**src/rtl/alu_issue_stage.sv**
```systemverilog
// alu_issue_stage: RV32I decode/issue register that feeds the combinational ALU.
//   Optional macro ALU_ISSUE_PERF_EN adds issue/stall performance counters.
//   Ports:
//     i_clk, i_rst_n                  clock (rising edge), async active-low reset
//     i_valid, o_ready                upstream handshake (o_ready = ~o_valid | i_ready)
//     i_instr, i_pc                   instruction word and its PC
//     i_rs1_data, i_rs2_data          register file read values
//     i_flush                         drop slot contents and the current input
//     o_valid, i_ready                downstream (EX) handshake
//     o_alu_op, o_op_a, o_op_b        ALU op code and operands
//     o_rd, o_rd_wren, o_pc           destination, writeback enable, registered PC
//     o_illegal                       unsupported encoding flag
//     o_issue_cnt, o_stall_cnt        drain handshakes / stalled cycles (perf build only)
module alu_issue_stage #(
  parameter int DATA_W = 32,
  parameter int CNT_W  = 32
) (
  input  logic              i_clk,
  input  logic              i_rst_n,
  input  logic              i_valid,
  output logic              o_ready,
  input  logic [31:0]       i_instr,
  input  logic [DATA_W-1:0] i_pc,
  input  logic [DATA_W-1:0] i_rs1_data,
  input  logic [DATA_W-1:0] i_rs2_data,
  input  logic              i_flush,
  output logic              o_valid,
  input  logic              i_ready,
  output logic [3:0]        o_alu_op,
  output logic [DATA_W-1:0] o_op_a,
  output logic [DATA_W-1:0] o_op_b,
  output logic [4:0]        o_rd,
  output logic              o_rd_wren,
  output logic [DATA_W-1:0] o_pc,
  output logic              o_illegal
`ifdef ALU_ISSUE_PERF_EN
  ,
  output logic [CNT_W-1:0]  o_issue_cnt,
  output logic [CNT_W-1:0]  o_stall_cnt
`endif
);
  if (DATA_W != 32 || CNT_W < 1) begin : g_bad_cfg
    $error("alu_issue_stage supports only DATA_W=32 and CNT_W>=1");
  end
  logic              r_valid;
  logic [3:0]        r_alu_op;
  logic [DATA_W-1:0] r_op_a;
  logic [DATA_W-1:0] r_op_b;
  logic [4:0]        r_rd;
  logic              r_rd_wren;
  logic [DATA_W-1:0] r_pc;
  logic              r_illegal;
  logic [6:0]        w_opc;
  logic [2:0]        w_f3;
  logic [6:0]        w_f7;
  logic [4:0]        w_rd;
  logic              w_is_op, w_is_opi, w_is_lui, w_is_auipc, w_is_jal, w_is_jalr;
  logic              w_is_load, w_is_store, w_is_br;
  logic              w_op_legal, w_opi_legal, w_legal, w_cap;
  logic [DATA_W-1:0] w_imm_i, w_imm_s, w_imm_u;
  logic [3:0]        w_alu_op;
  logic [DATA_W-1:0] w_op_a, w_op_b;
  logic              w_rd_wren;
  assign w_opc      = i_instr[6:0];
  assign w_rd       = i_instr[11:7];
  assign w_f3       = i_instr[14:12];
  assign w_f7       = i_instr[31:25];
  assign w_is_op    = w_opc == 7'b0110011;
  assign w_is_opi   = w_opc == 7'b0010011;
  assign w_is_lui   = w_opc == 7'b0110111;
  assign w_is_auipc = w_opc == 7'b0010111;
  assign w_is_jal   = w_opc == 7'b1101111;
  assign w_is_jalr  = w_opc == 7'b1100111;
  assign w_is_load  = w_opc == 7'b0000011;
  assign w_is_store = w_opc == 7'b0100011;
  assign w_is_br    = w_opc == 7'b1100011;
  assign w_imm_i    = {{20{i_instr[31]}}, i_instr[31:20]};
  assign w_imm_s    = {{20{i_instr[31]}}, i_instr[31:25], i_instr[11:7]};
  assign w_imm_u    = {i_instr[31:12], 12'h000};
  // f7 bit 5 only selects SUB/SRA; every other f7 pattern is reserved
  assign w_op_legal  = w_f7 == 7'b0000000 || (w_f7 == 7'b0100000 && (w_f3 == 3'b000 || w_f3 == 3'b101));
  assign w_opi_legal = w_f3 == 3'b001 ? w_f7 == 7'b0000000 :
                       w_f3 == 3'b101 ? (w_f7 == 7'b0000000 || w_f7 == 7'b0100000) : 1'b1;
  assign w_legal = (w_is_op & w_op_legal) | (w_is_opi & w_opi_legal) | w_is_lui | w_is_auipc |
                   w_is_jal | w_is_jalr | w_is_load | w_is_store | w_is_br;
  // OP-IMM f3=000 must stay ADD even though imm[10] lands in f7[5]
  assign w_alu_op = !w_legal ? 4'b0000 :
                    w_is_op ? {w_f7[5], w_f3} :
                    w_is_opi ? {w_f3 == 3'b101 && w_f7[5], w_f3} :
                    w_is_lui ? 4'b1111 :
                    w_is_br ? 4'b1000 : 4'b0000;
  assign w_op_a = !w_legal || w_is_lui ? '0 :
                  (w_is_auipc | w_is_jal | w_is_jalr) ? i_pc : i_rs1_data;
  assign w_op_b = !w_legal ? '0 :
                  (w_is_op | w_is_br) ? i_rs2_data :
                  (w_is_opi | w_is_load) ? w_imm_i :
                  w_is_store ? w_imm_s :
                  (w_is_lui | w_is_auipc) ? w_imm_u : DATA_W'(4);
  assign w_rd_wren = w_legal & ~(w_is_store | w_is_br) & (|w_rd);
  assign o_ready   = ~r_valid | i_ready;
  assign w_cap     = i_valid & o_ready & ~i_flush;
  always_ff @(posedge i_clk or negedge i_rst_n) begin
    if (!i_rst_n) begin
      r_valid   <= 1'b0;
      r_alu_op  <= '0;
      r_op_a    <= '0;
      r_op_b    <= '0;
      r_rd      <= '0;
      r_rd_wren <= 1'b0;
      r_pc      <= '0;
      r_illegal <= 1'b0;
    end else begin
      // flush wins; otherwise a capture refills, a stall holds, a drain empties
      r_valid <= ~i_flush & (w_cap | (r_valid & ~i_ready));
      if (w_cap) begin
        r_alu_op  <= w_alu_op;
        r_op_a    <= w_op_a;
        r_op_b    <= w_op_b;
        r_rd      <= w_rd;
        r_rd_wren <= w_rd_wren;
        r_pc      <= i_pc;
        r_illegal <= ~w_legal;
      end
    end
  end
  assign o_valid   = r_valid;
  assign o_alu_op  = r_alu_op;
  assign o_op_a    = r_op_a;
  assign o_op_b    = r_op_b;
  assign o_rd      = r_rd;
  assign o_rd_wren = r_rd_wren;
  assign o_pc      = r_pc;
  assign o_illegal = r_illegal;
`ifdef ALU_ISSUE_PERF_EN
  logic [CNT_W-1:0] r_issue_cnt, r_stall_cnt;
  // counters survive flush; they wrap naturally at all-ones
  always_ff @(posedge i_clk or negedge i_rst_n) begin
    if (!i_rst_n) begin
      r_issue_cnt <= '0;
      r_stall_cnt <= '0;
    end else begin
      if (r_valid & i_ready) r_issue_cnt <= r_issue_cnt + 1'b1;
      if (r_valid & ~i_ready) r_stall_cnt <= r_stall_cnt + 1'b1;
    end
  end
  assign o_issue_cnt = r_issue_cnt;
  assign o_stall_cnt = r_stall_cnt;
`endif
endmodule

```
**config.mk**
```make
export PLATFORM = sky130hd
export DESIGN_NAME = alu_issue_stage
export DESIGN_NICKNAME = d
export VERILOG_FILES = /design/src/rtl/alu_issue_stage.sv
export SDC_FILE = /design/constraint.sdc
export NUM_CORES = 1
export LEC_CHECK = 0
export ABC_AREA = 1
export CORE_ASPECT_RATIO = 2
export CORE_UTILIZATION = 48
export CTS_BUF_LIST = sky130_fd_sc_hd__clkbuf_8
export DETAILED_ROUTE_END_ITERATION = 8
export HOLD_SLACK_MARGIN = 0.08
export PLACE_DENSITY = 0.95
export SLEW_MARGIN = 30
export SYNTH_ARGS = -nofsm -noshare
export SYNTH_HDL_FRONTEND = slang
export SYNTH_SLANG_ARGS = --single-unit
```
**constraint.sdc**
```tcl
create_clock -name i_clk -period 3.3 [get_ports i_clk]
set_clock_uncertainty 0.15 [all_clocks]
set_input_delay 0.66 -clock i_clk [delete_from_list [all_inputs] [get_ports i_clk]]
set_output_delay 0.66 -clock i_clk [all_outputs]
set_load 0.1 [all_outputs]
```
==> impl_metrics.env, run 1 <==
export IMPL_synth_common_cells="327 x nand2_1, 108 x dfrtp_1, 97 x nor2_1, 82 x nand3_1, 67 x inv_1"
export IMPL_wl_per_cell_um=15.3
export IMPL_path_clk_slew_ns=0.11
export IMPL_initial_utilization_pct=49.2
export IMPL_coreArea_um2=11800
export IMPL_routabilityCongestion=0.945
export IMPL_rsz0062_at_grt="false"
export IMPL_placed_cells=1176
export IMPL_cts_root_buf="clkbuf_8"
export IMPL_grt_util_all_layers_pct=30.0
export IMPL_place_hpwl_mm=13.6
export IMPL_grt_overflow=0
export IMPL_synth_top_area_share_pct=46.7
export IMPL_synth_cells=825
export IMPL_ys_async_sr_fraction_pct=100
export IMPL_multiInputGateArea_um2=2530
export IMPL_hold_violations=0
export IMPL_syn_num_nets=958
export IMPL_final_area_um2=8170
export IMPL_min_period_ns=2.47
export IMPL_cts_tree="built"
export IMPL_powerDensity_nw_per_um2=434
export IMPL_clkSinkCount=108
export IMPL_grt_max_degree=72
export IMPL_insertion_delay_ns=0.36
export IMPL_synthFlopType="dfrtp_1"
export IMPL_relSlewSlack_pct=49.1
export IMPL_ctsResizeCount=0
export IMPL_grt_pass1_vias=6048
export IMPL_synth_edf_count=0
export IMPL_vdd_ir_drop_max_v=0.000357
export IMPL_synth_area_leaders="dfrtp_1 47%, nand2_1 21%, nand3_1 7.1%"
export IMPL_postCtsSetupBuffers=0
export IMPL_synth_cell_types=22
export IMPL_maxSlewViolCount=0
export IMPL_timing_final_ws_setup_ns=0.834
export IMPL_numCtsBuffers=9
export IMPL_synth_seq_cells=108
export IMPL_fillers=970
export IMPL_seqCellArea_um2=2700
export IMPL_cts_hold_buf=0
export IMPL_antenna_found_initial=0
export IMPL_grt_pass1_wl_mm=28.9
export IMPL_placed_area_um2=7960
export IMPL_yosysWarnings=0
export IMPL_final_nets=1175
export IMPL_cp_end_kind="output port"
export IMPL_crit_required_ns=2.49
export IMPL_htree_levels=3
export IMPL_seq_area_frac_synth_pct=46.7
export IMPL_tightest_slew_ns=0.763
export IMPL_die_y_um=157
export IMPL_status="finished clean"
export IMPL_drt_first_pass_iters=5
export IMPL_worstSetupStartpoint="i_ready"
export IMPL_row_count=56
export IMPL_cp_start_kind="input port"
export IMPL_cp_arrival_ns=1.66
export IMPL_via_per_inst=5.12
export IMPL_instances_no_fill=1192
export IMPL_avgSynthCellArea_um2=7.02
export IMPL_routed_wl_mm=18.3
export IMPL_die_width_um=79.7
export IMPL_synth_area_leader_cell="dfrtp_1"
export IMPL_dieArea_um2=12500
export IMPL_cap_violations=0
export IMPL_place_ws_ns=0.575
export IMPL_drive_above_1_share_pct=15.6
export IMPL_timing_final_crit_share_pct=74.7
export IMPL_drt_iter0_markers=313
export IMPL_cp_max_fo=2
export IMPL_fmax_mhz=405
export IMPL_hp_class="input port to async pin"
export IMPL_port_buffers=241
export IMPL_clockBufferDepth=2
export IMPL_antenna_cells=0
export IMPL_p_leak_nw=4.44
export IMPL_drc=0
export IMPL_setup_viol=0
export IMPL_yosys_cell_count_top_type="nand2_1"
export IMPL_r2r_start="o_valid$_DFF_PN0_"
export IMPL_fin_util_pct=69.4
export IMPL_pin_count=242
export IMPL_ant_nets=0
export IMPL_areaGrowthSynthToFinish_pct=41.0
export IMPL_via_count=6098
export IMPL_critPathKind="input port to output port"
export IMPL_setup_tns_ns=0
export IMPL_synth_area_um2=5790
==> placed cells by master (no fill, tap or decap), types with 3 or more instances in the layout <==
| master | netlist | final |
|---|---|---|
| o21ai_0 | 47 | 47 |
| dfrtp_1 | 108 | 108 |
| nand2_2 | 11 | 11 |
| inv_1 | 67 | 67 |
| buf_12 | 0 | 4 |
| nor2_2 | 3 | 3 |
| nor2_1 | 97 | 97 |
| nand2_1 | 327 | 327 |
| clkbuf_8 | 0 | 10 |
| nand3_1 | 82 | 82 |
| o21ai_1 | 19 | 19 |
| inv_2 | 7 | 6 |
| buf_4 | 1 | 117 |
| clkdlybuf4s50_1 | 0 | 131 |
==> sequential cells by signal, indices dropped and copies added (netlist names) <==
register   flops
o_illegal      1
o_op_a        32
o_pc          32
o_op_b        32
o_rd_wren      1
o_valid        1
o_rd           5
o_alu_op       4
==> final cells by class <==
class / instances / share of cell area [%]
clock buffer: 10 / 1.68
clock inverter: 6 / 0.858
inverter: 74 / 3.43
multi-input combinational: 597 / 30.9
sequential: 108 / 33.1
tap: 145 / 2.22
timing repair buffer: 252 / 27.8
==> per-stage QoR <==
stage	hold WS (ns)	power (mW)
after floorplan	0.214	2.32
after global placement	0.308	2.72
after detailed placement	0.316	2.73
after CTS	0.211	3.57
after global routing	0.231	3.69
final	0.185	3.55
==> per-layer routing <==
layer  track usage [%]  vias up  wire (µm)
li1                  -     2967          -
met1              32.1     2750       6400
met2              52.7      304       9510
met3              5.16       77       1180
met4              19.8        0       1180
met5                 0        -          0
==> kinds of logic after synthesis <==
| logic type | Yosys count | share of synthesized area (%) |
|---|---|---|
| AO/OA/AOI/OAI | 69 | 6.00 |
| AND/OR/NAND/NOR | 528 | 37.6 |
| buffers and inverters | 120 | 9.72 |
| flip-flops | 108 | 46.7 |
==> critical path, cell delays in order <==
cell and delay [ns]:
clkdlybuf4s50_1 0.40, nor2_1 0.25, inv_1 0.10, buf_4 0.24
==> final timing paths <==
kind / end / slack, ns / cells after the start
worst min-delay path: o_op_a[27]$_DFFE_PN0P_ / 0.18 / 1
worst max-delay path: o_ready / 0.83 / 4
worst min register to register: o_rd[0]$_DFFE_PN0P_ / 0.34 / 2
min in group i_clk: o_rd[0]$_DFFE_PN0P_ / 0.34 / 2
worst max register to register: o_op_a[0]$_DFFE_PN0P_ / 1.48 / 8
max in group asynchronous: o_op_a[30]$_DFFE_PN0P_ / 2.03 / 2
==> power by group <==
part           total (mW)  switching [mW]  internal, mW
combinational        1.25           0.922         0.325
sequential           1.46          0.0487          1.41
clock               0.844           0.465         0.379
Note: power is estimated with default switching activity, not from simulation.
==> inputs of run 2 (changes only) <==
CORE_UTILIZATION = 45   (was 48)
PLACE_DENSITY = 0.91   (was 0.95)
clock period = 2.6 ns   (was 3.3 ns; I/O delays follow)
==> impl_metrics.env, run 2 (synthesis results as in run 1) <==
export IMPL_cp_max_fo=2
export IMPL_postCtsSetupBuffers=0
export IMPL_comb_power_share_pct=35.3
export IMPL_place_hpwl_mm=13.6
export IMPL_powerDensity_nw_per_um2=542
export IMPL_cts_root_buf="clkbuf_8"
export IMPL_setup_tns_ns=0
export IMPL_via_per_inst=4.97
export IMPL_min_period_ns=2.13
export IMPL_cp_start_kind="input port"
export IMPL_p_leak_nw=4.52
export IMPL_setup_viol=0
export IMPL_critPathKind="input port to output port"
export IMPL_fillers=1074
export IMPL_multiInputGateArea_um2=2530
export IMPL_port_buffers=241
export IMPL_row_count=58
export IMPL_maxSlewViolCount=0
export IMPL_clkSinkCount=108
export IMPL_drc=0
export IMPL_cts_tree="built"
export IMPL_rr_worst_depth=9
export IMPL_clockBufferDepth=2
export IMPL_r2r_start="o_valid$_DFF_PN0_"
export IMPL_tightest_slew_ns=0.581
export IMPL_insertion_delay_ns=0.36
export IMPL_seqCellArea_um2=2700
export IMPL_via_count=6002
export IMPL_wl_per_cell_um=14.9
export IMPL_internal_power_mw=2.70
export IMPL_fmax_mhz=469
export IMPL_drt_first_pass_iters=5
export IMPL_drive_above_1_share_pct=16.4
export IMPL_min_delay_start="o_alu_op[1]$_DFFE_PN0P_"
export IMPL_die_y_um=162
export IMPL_cp_end_kind="output port"
export IMPL_coreArea_um2=12600
export IMPL_final_common_cell="nand2_1"
export IMPL_numCtsBuffers=9
export IMPL_routabilityCongestion=0.936
export IMPL_grt_overflow=0
export IMPL_p_clk_share_pct=23.9
export IMPL_pwr_share_seq_pct=40.8
export IMPL_timing_final_crit_share_pct=81.9
export IMPL_ant_nets=0
export IMPL_htree_levels=3
export IMPL_hp_class="register to register"
export IMPL_cap_violations=0
export IMPL_crit_required_ns=1.93
export IMPL_grt_pass1_wl_mm=27.8
export IMPL_grt_pass1_vias=5804
export IMPL_pin_count=242
export IMPL_layout_common_cells="327 x nand2_1, 131 x clkdlybuf4s50_1, 120 x buf_4"
export IMPL_whs_endpoint="o_alu_op[1]$_DFFE_PN0P_"
export IMPL_areaGrowthSynthToFinish_pct=44.1
export IMPL_grt_max_degree=76
export IMPL_die_width_um=82.2
export IMPL_ctsResizeCount=0
export IMPL_cp_arrival_ns=1.46
export IMPL_routed_wl_mm=18.0
export IMPL_hold_violations=0
export IMPL_antenna_found_initial=0
export IMPL_min_path_cells=2
export IMPL_relSlewSlack_pct=61.3
export IMPL_total_power_mw=4.53
export IMPL_status="finished clean"
export IMPL_drt_iter0_markers=326
export IMPL_dieArea_um2=13400
export IMPL_final_nets=1186
export IMPL_swShare_pct=40.4
export IMPL_vdd_ir_drop_max_v=0.000351
export IMPL_r2r_slack_ns=0.88
export IMPL_r2r_end="o_op_a[25]$_DFFE_PN0P_"
export IMPL_grt_util_all_layers_pct=27.6
export IMPL_cts_hold_buf=1
export IMPL_rsz0062_at_grt="false"
export IMPL_path_clk_slew_ns=0.09
export IMPL_initial_utilization_pct=46.1
export IMPL_antenna_cells=0
export IMPL_power_switching_mw=1.83
-- run 2: final cells by class --
type | count | area share, %
clock buffers | 10 | 1.65
clock inverters | 6 | 0.824
flip-flops and latches | 108 | 32.4
well taps | 150 | 2.25
inverters | 74 | 3.36
repair buffers | 263 | 29.3
multi-input cells | 597 | 30.3
-- run 2: worst max path at each step --
| stage | startpoint | endpoint | slack, ns | cells after the start |
|---|---|---|---|---|
| after floorplan | o_valid$_DFF_PN0_ | o_ready | 0.30 | 3 |
| after global placement | i_instr[5] | o_op_b[29]$_DFFE_PN0P_ | 0.17 | 10 |
| after detailed placement | i_instr[5] | o_op_b[14]$_DFFE_PN0P_ | 0.13 | 10 |
| after CTS | i_ready | o_ready | 0.47 | 4 |
| after global routing | i_instr[5] | o_op_b[29]$_DFFE_PN0P_ | 0.34 | 10 |
| final | i_ready | o_ready | 0.47 | 4 |
-- run 2: critical path, stage by stage --
cell,delay (ns)
clkdlybuf4s50_1,0.40
nor2_1,0.23
inv_1,0.13
buf_12,0.18
-- run 2: power groups by stage --
stage | Sequential, mW | Combinational [mW] | Clock (mW)
global route | 1.86 | 1.68 | 1.18
global placement | 1.88 | 1.59 | 0
CTS | 1.85 | 1.61 | 1.11
floorplan | 2.69 | 0.253 | 0
finish | 1.85 | 1.60 | 1.08
detailed placement | 1.88 | 1.60 | 0
-- run 2: routing by layer --
| metal | global-route usage [%] | part of all wire [%] | up-vias | wire, µm |
|---|---|---|---|---|
| li1 | - | - | 2996 | - |
| met1 | 28.4 | 36 | 2684 | 6440 |
| met3 | 4.54 | 5.6 | 78 | 1020 |
| met2 | 48.5 | 52 | 244 | 9380 |
| met5 | 0 | 0 | - | 0 |
| met4 | 19.7 | 6.7 | 0 | 1200 |
-- run 2: through the flow --
step	hold WS [ns]	util, %	std cells	cell area [µm²]	worst slack, ns
after floorplan	0.0744	-	825	5790	0.300
after global placement	0.308	64.8	1191	8130	0.171
after detailed placement	0.313	64.8	1191	8130	0.132
after CTS	0.340	66.5	1208	8350	0.468
after global routing	0.362	66.5	1208	8350	0.340
final	0.338	66.5	1208	8350	0.470
==> inputs of run 3 (changes only) <==
CORE_UTILIZATION = 40   (was 45)
PLACE_DENSITY = 0.86   (was 0.91)
clock period = 1.7 ns   (was 2.6 ns; I/O delays follow)
==> impl_metrics.env, run 3 (synthesis results as in run 1) <==
export IMPL_rsz0062_at_grt="true"
export IMPL_cp_arrival_ns=2.07
export IMPL_swShare_pct=40.7
export IMPL_power_switching_mw=3.29
export IMPL_antenna_found_initial=2
export IMPL_critPathKind="register to register"
export IMPL_final_nets=1261
export IMPL_hold_violations=0
export IMPL_place_ws_ns=-0.569
export IMPL_clkSinkCount=108
export IMPL_setup_viol=59
export IMPL_insertion_delay_ns=0.38
export IMPL_numCtsBuffers=9
export IMPL_path_clk_slew_ns=0.14
export IMPL_final_common_cell="nand2_1"
export IMPL_relSlewSlack_pct=77.3
export IMPL_drc=0
export IMPL_p_leak_nw=5.54
export IMPL_crit_chain="inv_2 > nor2_4 > nor3_4 > buf_12 > buf_12 > nand2_1 > nor2_1 > nand3_1 > nand2_1"
export IMPL_initial_utilization_pct=41.3
export IMPL_min_period_ns=1.90
export IMPL_grt_pass1_vias=7071
export IMPL_setup_tns_ns=-2.12
export IMPL_powerDensity_nw_per_um2=699
export IMPL_cts_tree="built"
export IMPL_fmax_mhz=526
export IMPL_htree_levels=3
export IMPL_cts_root_buf="clkbuf_8"
export IMPL_via_count=7531
export IMPL_gr_usage_met1_pct=30.7
export IMPL_grt_use_met2_pct=59.5
export IMPL_die_width_um=87.1
export IMPL_coreArea_um2=14000
export IMPL_gr_max_usage_layer="met2"
export IMPL_cp_max_fo=8
export IMPL_cp_end_kind="register"
export IMPL_dieArea_um2=15000
export IMPL_drt_iter0_markers=625
export IMPL_crit_required_ns=1.87
export IMPL_pin_count=242
export IMPL_row_count=61
export IMPL_status="finished, violations left"
export IMPL_grt_overflow=0
export IMPL_die_y_um=172
export IMPL_tightest_slew_ns=0.339
export IMPL_cap_violations=0
export IMPL_cp_start_kind="register"
export IMPL_ant_nets=0
export IMPL_slowest_delay_ns=0.50
export IMPL_grt_max_degree=60
export IMPL_drive_above_1_share_pct=33.1
export IMPL_routabilityCongestion=0.912
export IMPL_maxSlewViolCount=0
export IMPL_internal_power_mw=4.80
export IMPL_place_hpwl_mm=15.8
export IMPL_timing_final_crit_share_pct=112
export IMPL_use_met3_pct=5.82
export IMPL_p_clk_share_pct=21.7
export IMPL_pwr_share_seq_pct=36.3
export IMPL_grt_pass1_wl_mm=35.7
export IMPL_vdd_ir_drop_max_v=0.000419
export IMPL_layout_common_cells="283 x nand2_1, 129 x buf_12, 114 x clkdlybuf4s50_1"
export IMPL_violations="setup timing"
export IMPL_grt_util_all_layers_pct=31.9
export IMPL_clockBufferDepth=2
export IMPL_drt_first_pass_iters=5
export IMPL_wl_per_cell_um=22.8
export IMPL_comb_power_share_pct=42.0
export IMPL_hp_class="input port to async pin"
export IMPL_via_per_inst=5.70
export IMPL_cp_slowest_cell="dfrtp_4"
export IMPL_fillers=686
export IMPL_port_buffers=241
export IMPL_routed_wl_mm=30.2
export IMPL_areaGrowthSynthToFinish_pct=99.7
export IMPL_timing_final_ws_setup_ns=-0.201
export IMPL_antenna_cells=0
[run 3: changes by cell type in the layout (fill, tap and decap cells not counted), sizes merged]
cell           previous run  this run
inv                      76        75
buf                     131       196
clkinvlp                  1         2
clkbuf                   10        26
clkdlybuf4s50           131       114
clkdlybuf4s15             0         1
dlygate4sd2               0        10
[run 3: worst max-delay path, delay by kind of cell (launching register included)]
family,cells,cell delay [ns]
buffers and inverters,3,0.45
flip-flops,1,0.50
AND/OR/NAND/NOR,6,0.72
[run 3: per-layer routing]
layer	part of all wire, %	vias up	wire [µm]
met2	51	657	15500
met4	8.5	4	2550
met5	0.086	-	26
li1	-	3155	-
met1	31	3495	9260
met3	9.3	220	2800
[run 3: final cells by class]
| type | instances | area (µm²) | area share [%] |
|---|---|---|---|
| repair buffers | 338 | 4950 | 42.8 |
| multi-input cells | 597 | 3160 | 27.3 |
| flip-flops and latches | 108 | 2710 | 23.4 |
| inverters | 74 | 298 | 2.57 |
| well taps | 189 | 236 | 2.04 |
| clock buffers | 10 | 138 | 1.19 |
| clock inverters | 6 | 82.6 | 0.714 |
[run 3: path summary, 6_finish.rpt]
| path | start | endpoint | slack, ns | cells past startpoint |
|---|---|---|---|---|
| max in group asynchronous | i_rst_n | o_op_b[0]$_DFFE_PN0P_ | 0.62 | 3 |
| min in group i_clk | i_instr[29] | o_op_b[9]$_DFFE_PN0P_ | 0.37 | 5 |
| max | o_valid$_DFF_PN0_ | o_op_a[13]$_DFFE_PN0P_ | -0.20 | 9 |
| max reg2reg | o_valid$_DFF_PN0_ | o_op_a[13]$_DFFE_PN0P_ | -0.20 | 9 |
| min | i_rst_n | o_pc[15]$_DFFE_PN0P_ | 0.17 | 2 |
| min reg2reg | o_rd[0]$_DFFE_PN0P_ | o_rd[0]$_DFFE_PN0P_ | 0.40 | 2 |
[run 3: metrics by stage]
step	power, mW	hold slack [ns]	cells	utilization, %	area, µm²
global placement	5.87	0.0532	1249	69.3	9730
CTS	7.71	0.175	1290	74.4	10400
finish	8.09	0.167	1322	82.4	11600
detailed placement	5.92	0.0571	1249	69.3	9730
global route	8.30	0.178	1322	82.4	11600
floorplan	4.51	-0.106	825	-	5840
[run 3: timing repair]
item,4_1_cts,5_1_grt
resized for setup,45,202
pin swaps,13,96
setup endpoints to repair,72,100
setup buffers,17,13
cloned,9,20
hold endpoints to repair,108,0
hold buffers,1,0
[run 3: power by group through the flow]
stage,Clock [mW],Combinational [mW],Sequential (mW)
finish,1.75,3.40,2.94
CTS,1.75,3.04,2.93
floorplan,0,0.398,4.11
detailed placement,0,2.94,2.98
global route,1.86,3.49,2.95
global placement,0,2.91,2.96
